## src/rtl/triumph_wb_stage_pkg.sv

```systemverilog
// triumph_wb_stage_pkg: shared writeback-stage constants and source encodings
package triumph_wb_stage_pkg;
    localparam int DATA_W_DEF = 32;
    localparam int ADDR_W_DEF = 5;
    typedef enum logic [1:0] {
        WB_SRC_NONE = 2'd0,
        WB_SRC_ALU  = 2'd1,
        WB_SRC_LSU  = 2'd2
    } wb_src_e;
endpackage

```

## src/rtl/triumph_wb_stage_if.sv

```systemverilog
// triumph_wb_stage_if: ALU/LSU result streams and regfile write port of the writeback stage
interface triumph_wb_stage_if import triumph_wb_stage_pkg::*; #(
    parameter int DATA_W = DATA_W_DEF,
    parameter int ADDR_W = ADDR_W_DEF
);
    logic              ex_valid_i;
    logic              ex_ready_o;
    logic [ADDR_W-1:0] ex_rd_i;
    logic [DATA_W-1:0] ex_data_i;
    logic              ex_zero_i;
    logic              lsu_valid_i;
    logic              lsu_ready_o;
    logic [ADDR_W-1:0] lsu_rd_i;
    logic [DATA_W-1:0] lsu_data_i;
    logic              rf_we_o;
    logic [ADDR_W-1:0] rf_waddr_o;
    logic [DATA_W-1:0] rf_wdata_o;
    logic              flag_zero_wb_o;
    logic              busy_o;
    modport master (
        output ex_valid_i, ex_rd_i, ex_data_i, ex_zero_i, lsu_valid_i, lsu_rd_i, lsu_data_i,
        input  ex_ready_o, lsu_ready_o, rf_we_o, rf_waddr_o, rf_wdata_o, flag_zero_wb_o, busy_o
    );
    modport slave (
        input  ex_valid_i, ex_rd_i, ex_data_i, ex_zero_i, lsu_valid_i, lsu_rd_i, lsu_data_i,
        output ex_ready_o, lsu_ready_o, rf_we_o, rf_waddr_o, rf_wdata_o, flag_zero_wb_o, busy_o
    );
endinterface

```

## src/rtl/triumph_wb_fifo.sv

```systemverilog
// triumph_wb_fifo: synchronous FIFO of queued ALU results {rd, data, zero}
module triumph_wb_fifo #(
    parameter int DEPTH = 2,
    parameter int W     = 38
) (
    input  logic         clk_i,
    input  logic         rst_i,
    input  logic         push,
    input  logic         pop,
    input  logic [W-1:0] wdata,
    output logic [W-1:0] rdata,
    output logic         full,
    output logic         empty
);
    localparam int AW = $clog2(DEPTH);
    logic [W-1:0] mem [DEPTH];
    logic [AW:0]  wp, rp;
    assign full  = (wp[AW] != rp[AW]) && (wp[AW-1:0] == rp[AW-1:0]);
    assign empty = wp == rp;
    assign rdata = mem[rp[AW-1:0]];
    // storage needs no reset; validity is tracked by the pointers
    always_ff @(posedge clk_i) begin
        if (push && !full) mem[wp[AW-1:0]] <= wdata;
    end
    // pointers carry one extra wrap bit so full and empty are distinguishable
    always_ff @(posedge clk_i) begin
        if (rst_i) begin
            wp <= '0;
            rp <= '0;
        end else begin
            if (push && !full) wp <= wp + (AW+1)'(1);
            if (pop && !empty) rp <= rp + (AW+1)'(1);
        end
    end
endmodule

```

## src/rtl/triumph_wb_stage.sv

```systemverilog
// triumph_wb_stage: merges ALU and LSU results onto the regfile write port; optional TRIUMPH_WB_BYPASS_EN lets ALU results skip an empty FIFO
module triumph_wb_stage import triumph_wb_stage_pkg::*; #(
    parameter int DATA_W     = DATA_W_DEF,
    parameter int ADDR_W     = ADDR_W_DEF,
    parameter int DEPTH      = 2,
    parameter int STARVE_MAX = 4
) (
    input logic              clk_i,
    input logic              rst_i,
    triumph_wb_stage_if.slave bus
);
    localparam int W  = ADDR_W + DATA_W + 1;
    localparam int CW = $clog2(STARVE_MAX + 1);
    logic [CW-1:0]     starve;
    logic              full, empty, throttle, lsu_xfer, ex_xfer, byp, push, pop;
    logic [W-1:0]      head;
    wb_src_e           src;
    logic [ADDR_W-1:0] c_rd;
    logic [DATA_W-1:0] c_data;
    logic              c_zero;
    triumph_wb_fifo #(.DEPTH(DEPTH), .W(W)) fifo (
        .clk_i (clk_i),
        .rst_i (rst_i),
        .push  (push),
        .pop   (pop),
        .wdata ({bus.ex_rd_i, bus.ex_data_i, bus.ex_zero_i}),
        .rdata (head),
        .full  (full),
        .empty (empty)
    );
    assign bus.ex_ready_o  = !full;
    assign bus.lsu_ready_o = !throttle;
    assign bus.busy_o      = !empty;
    // arbitration: LSU first, then FIFO head; a throttle cycle forces the head out
    always_comb begin
        throttle = starve == CW'(STARVE_MAX);
        lsu_xfer = bus.lsu_valid_i && !throttle;
        ex_xfer  = bus.ex_valid_i && !full;
`ifdef TRIUMPH_WB_BYPASS_EN
        byp      = ex_xfer && empty && !lsu_xfer;
`else
        byp      = 1'b0;
`endif
        pop      = !lsu_xfer && !empty;
        push     = ex_xfer && !byp;
        src      = lsu_xfer ? WB_SRC_LSU : (pop || byp) ? WB_SRC_ALU : WB_SRC_NONE;
        {c_rd, c_data, c_zero} = lsu_xfer ? {bus.lsu_rd_i, bus.lsu_data_i, 1'b0}
                               : pop      ? head
                               :            {bus.ex_rd_i, bus.ex_data_i, bus.ex_zero_i};
    end
    // registered commit; x0 writes are swallowed but still update the zero flag
    always_ff @(posedge clk_i) begin
        if (rst_i) begin
            starve             <= '0;
            bus.rf_we_o        <= 1'b0;
            bus.rf_waddr_o     <= '0;
            bus.rf_wdata_o     <= '0;
            bus.flag_zero_wb_o <= 1'b0;
        end else begin
            starve      <= (full && lsu_xfer) ? starve + CW'(1) : '0;
            bus.rf_we_o <= (src != WB_SRC_NONE) && (c_rd != '0);
            if ((src != WB_SRC_NONE) && (c_rd != '0)) begin
                bus.rf_waddr_o <= c_rd;
                bus.rf_wdata_o <= c_data;
            end
            if (src == WB_SRC_ALU) bus.flag_zero_wb_o <= c_zero;
        end
    end
endmodule
```

## src/flat_wrapper.sv

```systemverilog
// flat-port wrapper written by rule: the top's interface ports become plain ports
module triumph_wb_stage_flat import triumph_wb_stage_pkg::*;
#(
    parameter int DATA_W     = DATA_W_DEF,
    parameter int ADDR_W     = ADDR_W_DEF,
    parameter int DEPTH      = 2,
    parameter int STARVE_MAX = 4
)
  (clk_i, rst_i, bus_ex_valid_i, bus_ex_rd_i, bus_ex_data_i, bus_ex_zero_i, bus_lsu_valid_i, bus_lsu_rd_i, bus_lsu_data_i, bus_ex_ready_o, bus_lsu_ready_o, bus_rf_we_o, bus_rf_waddr_o, bus_rf_wdata_o, bus_flag_zero_wb_o, bus_busy_o);
  triumph_wb_stage_if #(.DATA_W(DATA_W), .ADDR_W(ADDR_W)) bus_i ();
  input logic clk_i;
  input logic rst_i;
  input wire logic [$bits(bus_i.ex_valid_i)-1:0] bus_ex_valid_i;
  input wire logic [$bits(bus_i.ex_rd_i)-1:0] bus_ex_rd_i;
  input wire logic [$bits(bus_i.ex_data_i)-1:0] bus_ex_data_i;
  input wire logic [$bits(bus_i.ex_zero_i)-1:0] bus_ex_zero_i;
  input wire logic [$bits(bus_i.lsu_valid_i)-1:0] bus_lsu_valid_i;
  input wire logic [$bits(bus_i.lsu_rd_i)-1:0] bus_lsu_rd_i;
  input wire logic [$bits(bus_i.lsu_data_i)-1:0] bus_lsu_data_i;
  output wire logic [$bits(bus_i.ex_ready_o)-1:0] bus_ex_ready_o;
  output wire logic [$bits(bus_i.lsu_ready_o)-1:0] bus_lsu_ready_o;
  output wire logic [$bits(bus_i.rf_we_o)-1:0] bus_rf_we_o;
  output wire logic [$bits(bus_i.rf_waddr_o)-1:0] bus_rf_waddr_o;
  output wire logic [$bits(bus_i.rf_wdata_o)-1:0] bus_rf_wdata_o;
  output wire logic [$bits(bus_i.flag_zero_wb_o)-1:0] bus_flag_zero_wb_o;
  output wire logic [$bits(bus_i.busy_o)-1:0] bus_busy_o;
  assign bus_i.ex_valid_i = bus_ex_valid_i;
  assign bus_i.ex_rd_i = bus_ex_rd_i;
  assign bus_i.ex_data_i = bus_ex_data_i;
  assign bus_i.ex_zero_i = bus_ex_zero_i;
  assign bus_i.lsu_valid_i = bus_lsu_valid_i;
  assign bus_i.lsu_rd_i = bus_lsu_rd_i;
  assign bus_i.lsu_data_i = bus_lsu_data_i;
  assign bus_ex_ready_o = bus_i.ex_ready_o;
  assign bus_lsu_ready_o = bus_i.lsu_ready_o;
  assign bus_rf_we_o = bus_i.rf_we_o;
  assign bus_rf_waddr_o = bus_i.rf_waddr_o;
  assign bus_rf_wdata_o = bus_i.rf_wdata_o;
  assign bus_flag_zero_wb_o = bus_i.flag_zero_wb_o;
  assign bus_busy_o = bus_i.busy_o;
  triumph_wb_stage #(.DATA_W(DATA_W), .ADDR_W(ADDR_W), .DEPTH(DEPTH), .STARVE_MAX(STARVE_MAX)) u_core (.clk_i(clk_i), .rst_i(rst_i), .bus(bus_i));
endmodule
```

## config.mk

```make
export PLATFORM = sky130hd
export DESIGN_NAME = triumph_wb_stage_flat
export DESIGN_NICKNAME = d
export VERILOG_FILES = /design/src/rtl/triumph_wb_stage_pkg.sv /design/src/rtl/triumph_wb_stage_if.sv /design/src/rtl/triumph_wb_fifo.sv /design/src/rtl/triumph_wb_stage.sv /design/src/flat_wrapper.sv
export SDC_FILE = /design/constraint.sdc
export NUM_CORES = 1
export LEC_CHECK = 0
export CORE_MARGIN = 3
export CORE_UTILIZATION = 50
export CTS_BUF_LIST = sky130_fd_sc_hd__clkbuf_16
export DETAILED_ROUTE_END_ITERATION = 7
export GPL_ROUTABILITY_DRIVEN = 1
export PLACE_DENSITY = 0.81
export SLEW_MARGIN = 20
export SYNTH_ARGS = -nofsm -noshare
export SYNTH_HDL_FRONTEND = slang
export SYNTH_HIERARCHICAL = 1
export SYNTH_SLANG_ARGS = --single-unit
```

## constraint.sdc

```tcl
create_clock -name clk_i -period 3.81 [get_ports clk_i]
set_input_delay 0.762 -clock clk_i [delete_from_list [all_inputs] [get_ports clk_i]]
set_output_delay 0.762 -clock clk_i [all_outputs]
set_load 0.01 [all_outputs]
```

# After elaboration in Yosys (flattened, before gate mapping)
# Memories as Yosys holds them, arrays and structs flattened. A register that Yosys moved wholly into a read port is not among the register bits.
# Index checks and enable logic that the tools add are counted.
[classes] addsub=3 n_eq_ne=5 n_mux=8 n_bitwise=1 n_reduce_logical=15
[op_table] operator="two-way mux 38 bit" n=2
[op_table] operator="logical AND 1 bit" n=8
[op_table] operator="two-way mux 1 bit" n=5
[op_table] operator="nonzero test 5 bit" n=1
[op_table] operator="adder 2 x 1 -> 2 bit (second input constant)" n=2
[op_table] operator="logical NOT 1 bit" n=4
[op_table] operator="adder 3 x 1 -> 3 bit (second input constant)" n=1
[op_table] operator="equality test 3 bit (second input constant)" n=1
[op_table] operator="equality test 2 x 1 -> 1 bit (second input constant)" n=1
[op_table] operator="equality test 2 bit" n=1
[op_table] operator="two-way mux 2 bit" n=1
[op_table] operator="nonzero test 2 bit" n=1
[op_table] operator="OR reduction 2 bit" n=1
[op_table] operator="equality test 1 bit" n=1
[op_table] operator="!= test 1 bit" n=1
[op_table] operator="inverter 1 bit" n=1
[word_totals] reg_bits=46 ramBits=76 out_inout_bits=42 memories=1
[mem_list] name="u_core.fifo.mem" depth=2 word_bits=38 rd=1 rd_ports_with_merged_regs=1 wr=1 line_no="triumph_wb_fifo.sv:16" text="logic [W-1:0] mem [DEPTH];"

# Longest topological paths before layout
[logic_depth] word_depth=9 ltp_mapped=9

# Cells and area by module
# Netlist, hierarchy kept.
[modules_own_cells] mod="triumph_wb_fifo" n_inst=1 cells_per_inst=151 area_each_um2=3016.6 seq_area_each_um2=2382.3
[modules_own_cells] mod="triumph_wb_stage" n_inst=1 cells_per_inst=272 area_each_um2=2348.5 seq_area_each_um2=840.8

# Least setup slack after synthesis
# No wires, ideal clock.
[synth_timing] path_kind="flip-flop to flip-flop" from="register u_core.fifo.wp[0]" to="memory u_core.fifo.mem[1][0], enable pin" arrival_time_ns=3.062 path_slack_ns=0.303 stages_incl_launch_ff=7 n_path_buf=1 period_less_slack_ns=3.507 path_cell_list="dfxtp_1 clkbuf_1 xor2_1 nor2_1 nor2b_1 nand2_1 a21oi_1"
[synth_between] elab_chain_len=7
[synth_rtl] item="start: declaration" line_no="triumph_wb_fifo.sv:17" text="logic [AW:0] wp, rp;"
[synth_rtl] item="start signal: assignment" line_no="triumph_wb_fifo.sv:31" text="if (push && !full) wp <= wp + (AW+1)'(1);"
[synth_rtl] item="equality test 1 bit" line_no="triumph_wb_fifo.sv:18" text="assign full = (wp[AW] != rp[AW]) && (wp[AW-1:0] == rp[AW-1:0]);"
[synth_rtl] item="logical AND 1 bit" line_no="triumph_wb_fifo.sv:18"
[synth_rtl] item="named net u_core.full" line_no="triumph_wb_stage.sv:15" text="logic full, empty, throttle, lsu_xfer, ex_xfer, byp, push, pop;"
[synth_rtl] item="logical NOT 1 bit" line_no="triumph_wb_stage.sv:38" text="ex_xfer = bus.ex_valid_i && !full;"
[synth_rtl] item="logical AND 1 bit" line_no="triumph_wb_stage.sv:38"
[synth_rtl] item="named net u_core.ex_xfer" line_no="triumph_wb_stage.sv:15"
[synth_rtl] item="logical AND 1 bit" line_no="triumph_wb_fifo.sv:23" text="if (push && !full) mem[wp[AW-1:0]] <= wdata;"
[synth_rtl] item="two-way mux 1 bit" line_no="triumph_wb_fifo.sv:23"
[synth_rtl] item="two-way mux 1 bit (implied by the code)" line_no="triumph_wb_fifo.sv:23"
[synth_rtl] item="end: declaration" line_no="triumph_wb_fifo.sv:16"
# The timed path passes the listed nets, and every way through them passes these cells.

# Final worst setup path
[layout_timing] from="register u_core.fifo.rp[0]" to="register u_core.bus.rf_wdata_o[4]"
[layout_between] elab_chain_len=7
[layout_rtl] item="start: declaration" line_no="triumph_wb_fifo.sv:17"
[layout_rtl] item="start signal: assignment" line_no="triumph_wb_fifo.sv:32" text="if (pop && !empty) rp <= rp + (AW+1)'(1);"
[layout_rtl] item="equality test 2 bit *" line_no="triumph_wb_fifo.sv:19" text="assign empty = wp == rp;"
[layout_rtl] item="named net u_core.empty" line_no="triumph_wb_stage.sv:15"
[layout_rtl] item="logical NOT 1 bit *" line_no="triumph_wb_stage.sv:44" text="pop = !lsu_xfer && !empty;"
[layout_rtl] item="logical AND 1 bit *" line_no="triumph_wb_stage.sv:44"
[layout_rtl] item="two-way mux 38 bit / two-way mux 1 bit (equally long branches)" line_no="triumph_wb_stage.sv:48, triumph_wb_stage.sv:46"
[layout_rtl] item="two-way mux 38 bit / two-way mux 2 bit (equally long branches)" line_no="triumph_wb_stage.sv:47, triumph_wb_stage.sv:46"
[layout_rtl] item="nonzero test 5 bit / nonzero test 2 bit (equally long branches)" line_no="triumph_wb_stage.sv:62" text="if ((src != WB_SRC_NONE) && (c_rd != '0)) begin"
[layout_rtl] item="logical AND 1 bit" line_no="triumph_wb_stage.sv:62"
[layout_rtl] item="end signal: assignment" line_no="triumph_wb_stage.sv:64" text="bus.rf_wdata_o <= c_data;"
[layout_rtl] item="end: declaration" line_no="triumph_wb_stage_if.sv:26" text="output ex_ready_o, lsu_ready_o, rf_we_o, rf_waddr_o, rf_wdata_o, flag_zero_wb_o, busy_o"
# Mark *: on every way through the listed nets, which the timed path passes. The rest lies on a longest branch.
# A chain may end at the register's enable or synchronous reset.

==> run summary <==
status: complete, no violations
core area: 10400 um^2
critical path startpoint: u_core/fifo/rp[0]
routability cong.: 0.880
H-tree levels: 4
DIE AREA: 12000 um^2
Crit path required time: 4.13 ns
hold path start: u_core/starve[0]
die height: 110 um
VDD IR max: 0.293 mV
P_int: 0.00330 W
synth warn: 6
width of the chip: 110 um
# DRC: 0
Final HPWL DP: 8760 um
area growth from synthesis to layout: 35.6%
CTS clk-pin slew, worst paths: 0.05 ns
register area share after synthesis: 0.601
number of diodes: 0
standard-cell row count: 37
Cell Chain, Critical Path: xor2_1 -> nor2_2 -> mux2_2 -> a2111o_1 -> a22oi_4 -> mux2i_1
Clk pwr share: 0.363
CTS Root Cell: clkbuf_16
synthesized area: 5370 um^2
sw power: 0.00131 W
crit path max fanout: 22
DRT antenna net count: 0
post-CTS sizing: 0
Worst R2R Start: u_core/fifo/rp[0]
non-filler cells, final: 685
final-stage net count: 617
Hold Path End: u_core/starve[0]
RSZ-0062 raised after global routing: no
GRT Total Usage: 0.230
reg2reg path depth: 6
starting density of the core: 0.517
register-to-register setup slack: 0.59 ns
hold-critical path depth: 1
post-synth top area share: 0.425
Setup crit end kind: flop
TritonCTS clock tree: yes
CP max stage cell: a2111o_1
worst-case clock buffer depth: 2
Ports: 121
Sum Neg Setup Slack: 0 ns
number of port buffers: 120
initial antenna violation count: 0
Avg WL per Cell: 19.9 um
Sequential Power Share: 0.381
Initial DRT Pass Iterations: 5
#FFs+latches synth: 123
HP Class: reg2reg
number of synthesized flops with an enable pin: 76
switching share of total power: 0.284
first-pass GRT wire length: 20900 um
Clock Skew: 0.00661 ns
Max-Cap Viols: 0
Final setup viols: 0
CTS Buf Count: 17
ranking of synthesized cells by area: edfxtp_1 (43%), dfxtp_1 (18%), mux2_2 (8.2%)
Critical R2R Capture: u_core/bus.rf_wdata_o[4]
Detailed Route Iter0 Violations: 331
CTS Sinks: 123
Hold Fails Final Rpt: 0
Worst Tran Pin Value: 0.993 ns
Mapped Nets: 504
slowest stage delay, CP: 0.66 ns
cell count after placement: 653
largest net degree at the start of global routing: 44
Clk Latency, worst-skew pair: 0.40 ns
Tcrit/Tclk final: 0.846
gr ovfl total: 0
vias in the first global route: 4076
layout cells sized above 1: 0.169
Leak Pwr: 2.54 nW
Post-Syn Instances: 423
fmax: 0.310 GHz
ys async rst share: 0
Hold-fix buffers, CTS: 0
slew margin rel.: 0.338
final wirelength: 13700 um
Setup Crit Path Kind: reg2reg
Mean Syn Cell Area: 12.7 um^2
Gate power share: 0.257
drt via density: 5.96
final number of max-transition violations: 0
pwr dens: 633 nW/um^2
synth unique cells: 51
Critical Path AT: 3.54 ns
via count: 4084
CP Launch Type: flop
fin crit period: 3.22 ns
Main synth FF type: edfxtp_1
post-synth top area cell: edfxtp_1
setup bufs post-CTS: 0
==> final cells by class <==
class | instances | area, um^2
well taps | 136 | 170
repair buffers | 130 | 1290
clock buffers | 17 | 425
fillers | 746 | 3100
clock inverters | 15 | 200
inverters | 7 | 26.3
multi-input cells | 257 | 1940
flip-flops and latches | 123 | 3220
==> through the flow <==
stage	util	instance area (um^2)	total power, W	setup WS [ns]	hold WS [ns]
2_1_floorplan	-	5370	0.00246	0.303	0.417
3_5_place_dp	0.641	6650	0.00293	0.713	0.452
5_1_grt	0.701	7270	0.00479	0.404	0.505
6_report	0.701	7270	0.00461	0.588	0.458
3_3_place_gp	0.641	6650	0.00289	0.809	0.426
4_1_cts	0.701	7270	0.00462	0.637	0.458
==> registers in the layout, summed over array words and instances (netlist names), named ones only <==
| name | cells |
|---|---|
| u_core/bus.flag_zero_wb_o | 1 |
| u_core/bus.rf_waddr_o | 5 |
| u_core/fifo/mem | 76 |
| u_core/starve | 3 |
| u_core/fifo/rp | 2 |
| u_core/bus.rf_wdata_o | 32 |
| u_core/fifo/wp | 2 |
| u_core/bus.rf_we_o | 1 |
==> cells in the final DEF (no fill, tap or decap), drive strengths merged, types with 6 or more instances in the layout <==
cell type	instances
clkdlybuf4s50	120
mux2	39
edfxtp	76
a311oi	22
nor2	20
nand2	41
inv	8
buf	10
a211oi	6
clkbuf	17
nand3	20
clkinv	8
mux2i	16
or3	11
dfxtp	47
a221oi	18
a21oi	11
o211ai	10
==> cells in the mapped netlist (3+ instances only) <==
| library cell | number |
|---|---|
| a211oi_1 | 6 |
| a21oi_1 | 11 |
| a221oi_1 | 18 |
| a311oi_1 | 21 |
| and3_1 | 4 |
| buf_2 | 11 |
| buf_6 | 5 |
| clkbuf_1 | 17 |
| dfxtp_1 | 47 |
| edfxtp_1 | 76 |
| inv_1 | 6 |
| mux2_2 | 39 |
| mux2i_1 | 16 |
| nand2_1 | 41 |
| nand3_1 | 20 |
| nor2_1 | 20 |
| nor2b_1 | 3 |
| o211ai_1 | 10 |
| o21ai_0 | 3 |
| o32ai_1 | 4 |
| or3_1 | 11 |
==> power by group through the flow <==
stage	combinational [W]	clock (W)	sequential, W
finish	0.00118	0.00167	0.00175
global route	0.00127	0.00175	0.00177
CTS	0.00117	0.00169	0.00176
global placement	0.00112	0	0.00177
floorplan	0.000691	0	0.00177
detailed placement	0.00116	0	0.00178
==> logic make-up after synthesis <==
logic type               after synthesis  share of synthesized area
AO/OA/AOI/OAI                         88                      0.136
XOR/XNOR                               4                    0.00793
adder cells (fa/ha/maj)                2                    0.00466
buffers and inverters                 43                     0.0434
flip-flops                           123                      0.601
multiplexers                          55                      0.112
AND/OR/NAND/NOR                      108                     0.0952
==> metal layers <==
layer | GRT usage | part of all wire | vias to the layer above
met5 | 0 | 0 | -
met4 | 0.103 | 0.029 | 0
met3 | 0.0575 | 0.078 | 43
met2 | 0.377 | 0.50 | 221
met1 | 0.286 | 0.40 | 1949
li1 | - | - | 1871
==> how the worst max path moves through the flow <==
stage | endpoint | slack (ns) | depth (start not counted)
detailed placement | u_core/bus.rf_wdata_o[4] | 0.71 | 6
global placement | u_core/bus.rf_wdata_o[25] | 0.81 | 6
CTS | u_core/bus.rf_wdata_o[4] | 0.64 | 6
floorplan | u_core/fifo/mem[1][0] | 0.30 | 6
global route | u_core/bus.rf_wdata_o[14] | 0.40 | 6
finish | u_core/bus.rf_wdata_o[4] | 0.59 | 6
==> critical path, delay by kind of cell, from the launching register on <==
| kind | cells | cell delay [ns] |
|---|---|---|
| AND/OR/NAND/NOR | 1 | 0.54 |
| multiplexers | 2 | 0.68 |
| XOR/XNOR | 1 | 0.15 |
| flip-flops | 1 | 0.53 |
| AO/OA/AOI/OAI | 2 | 1.23 |
Note: power is estimated with default switching activity, not from simulation.
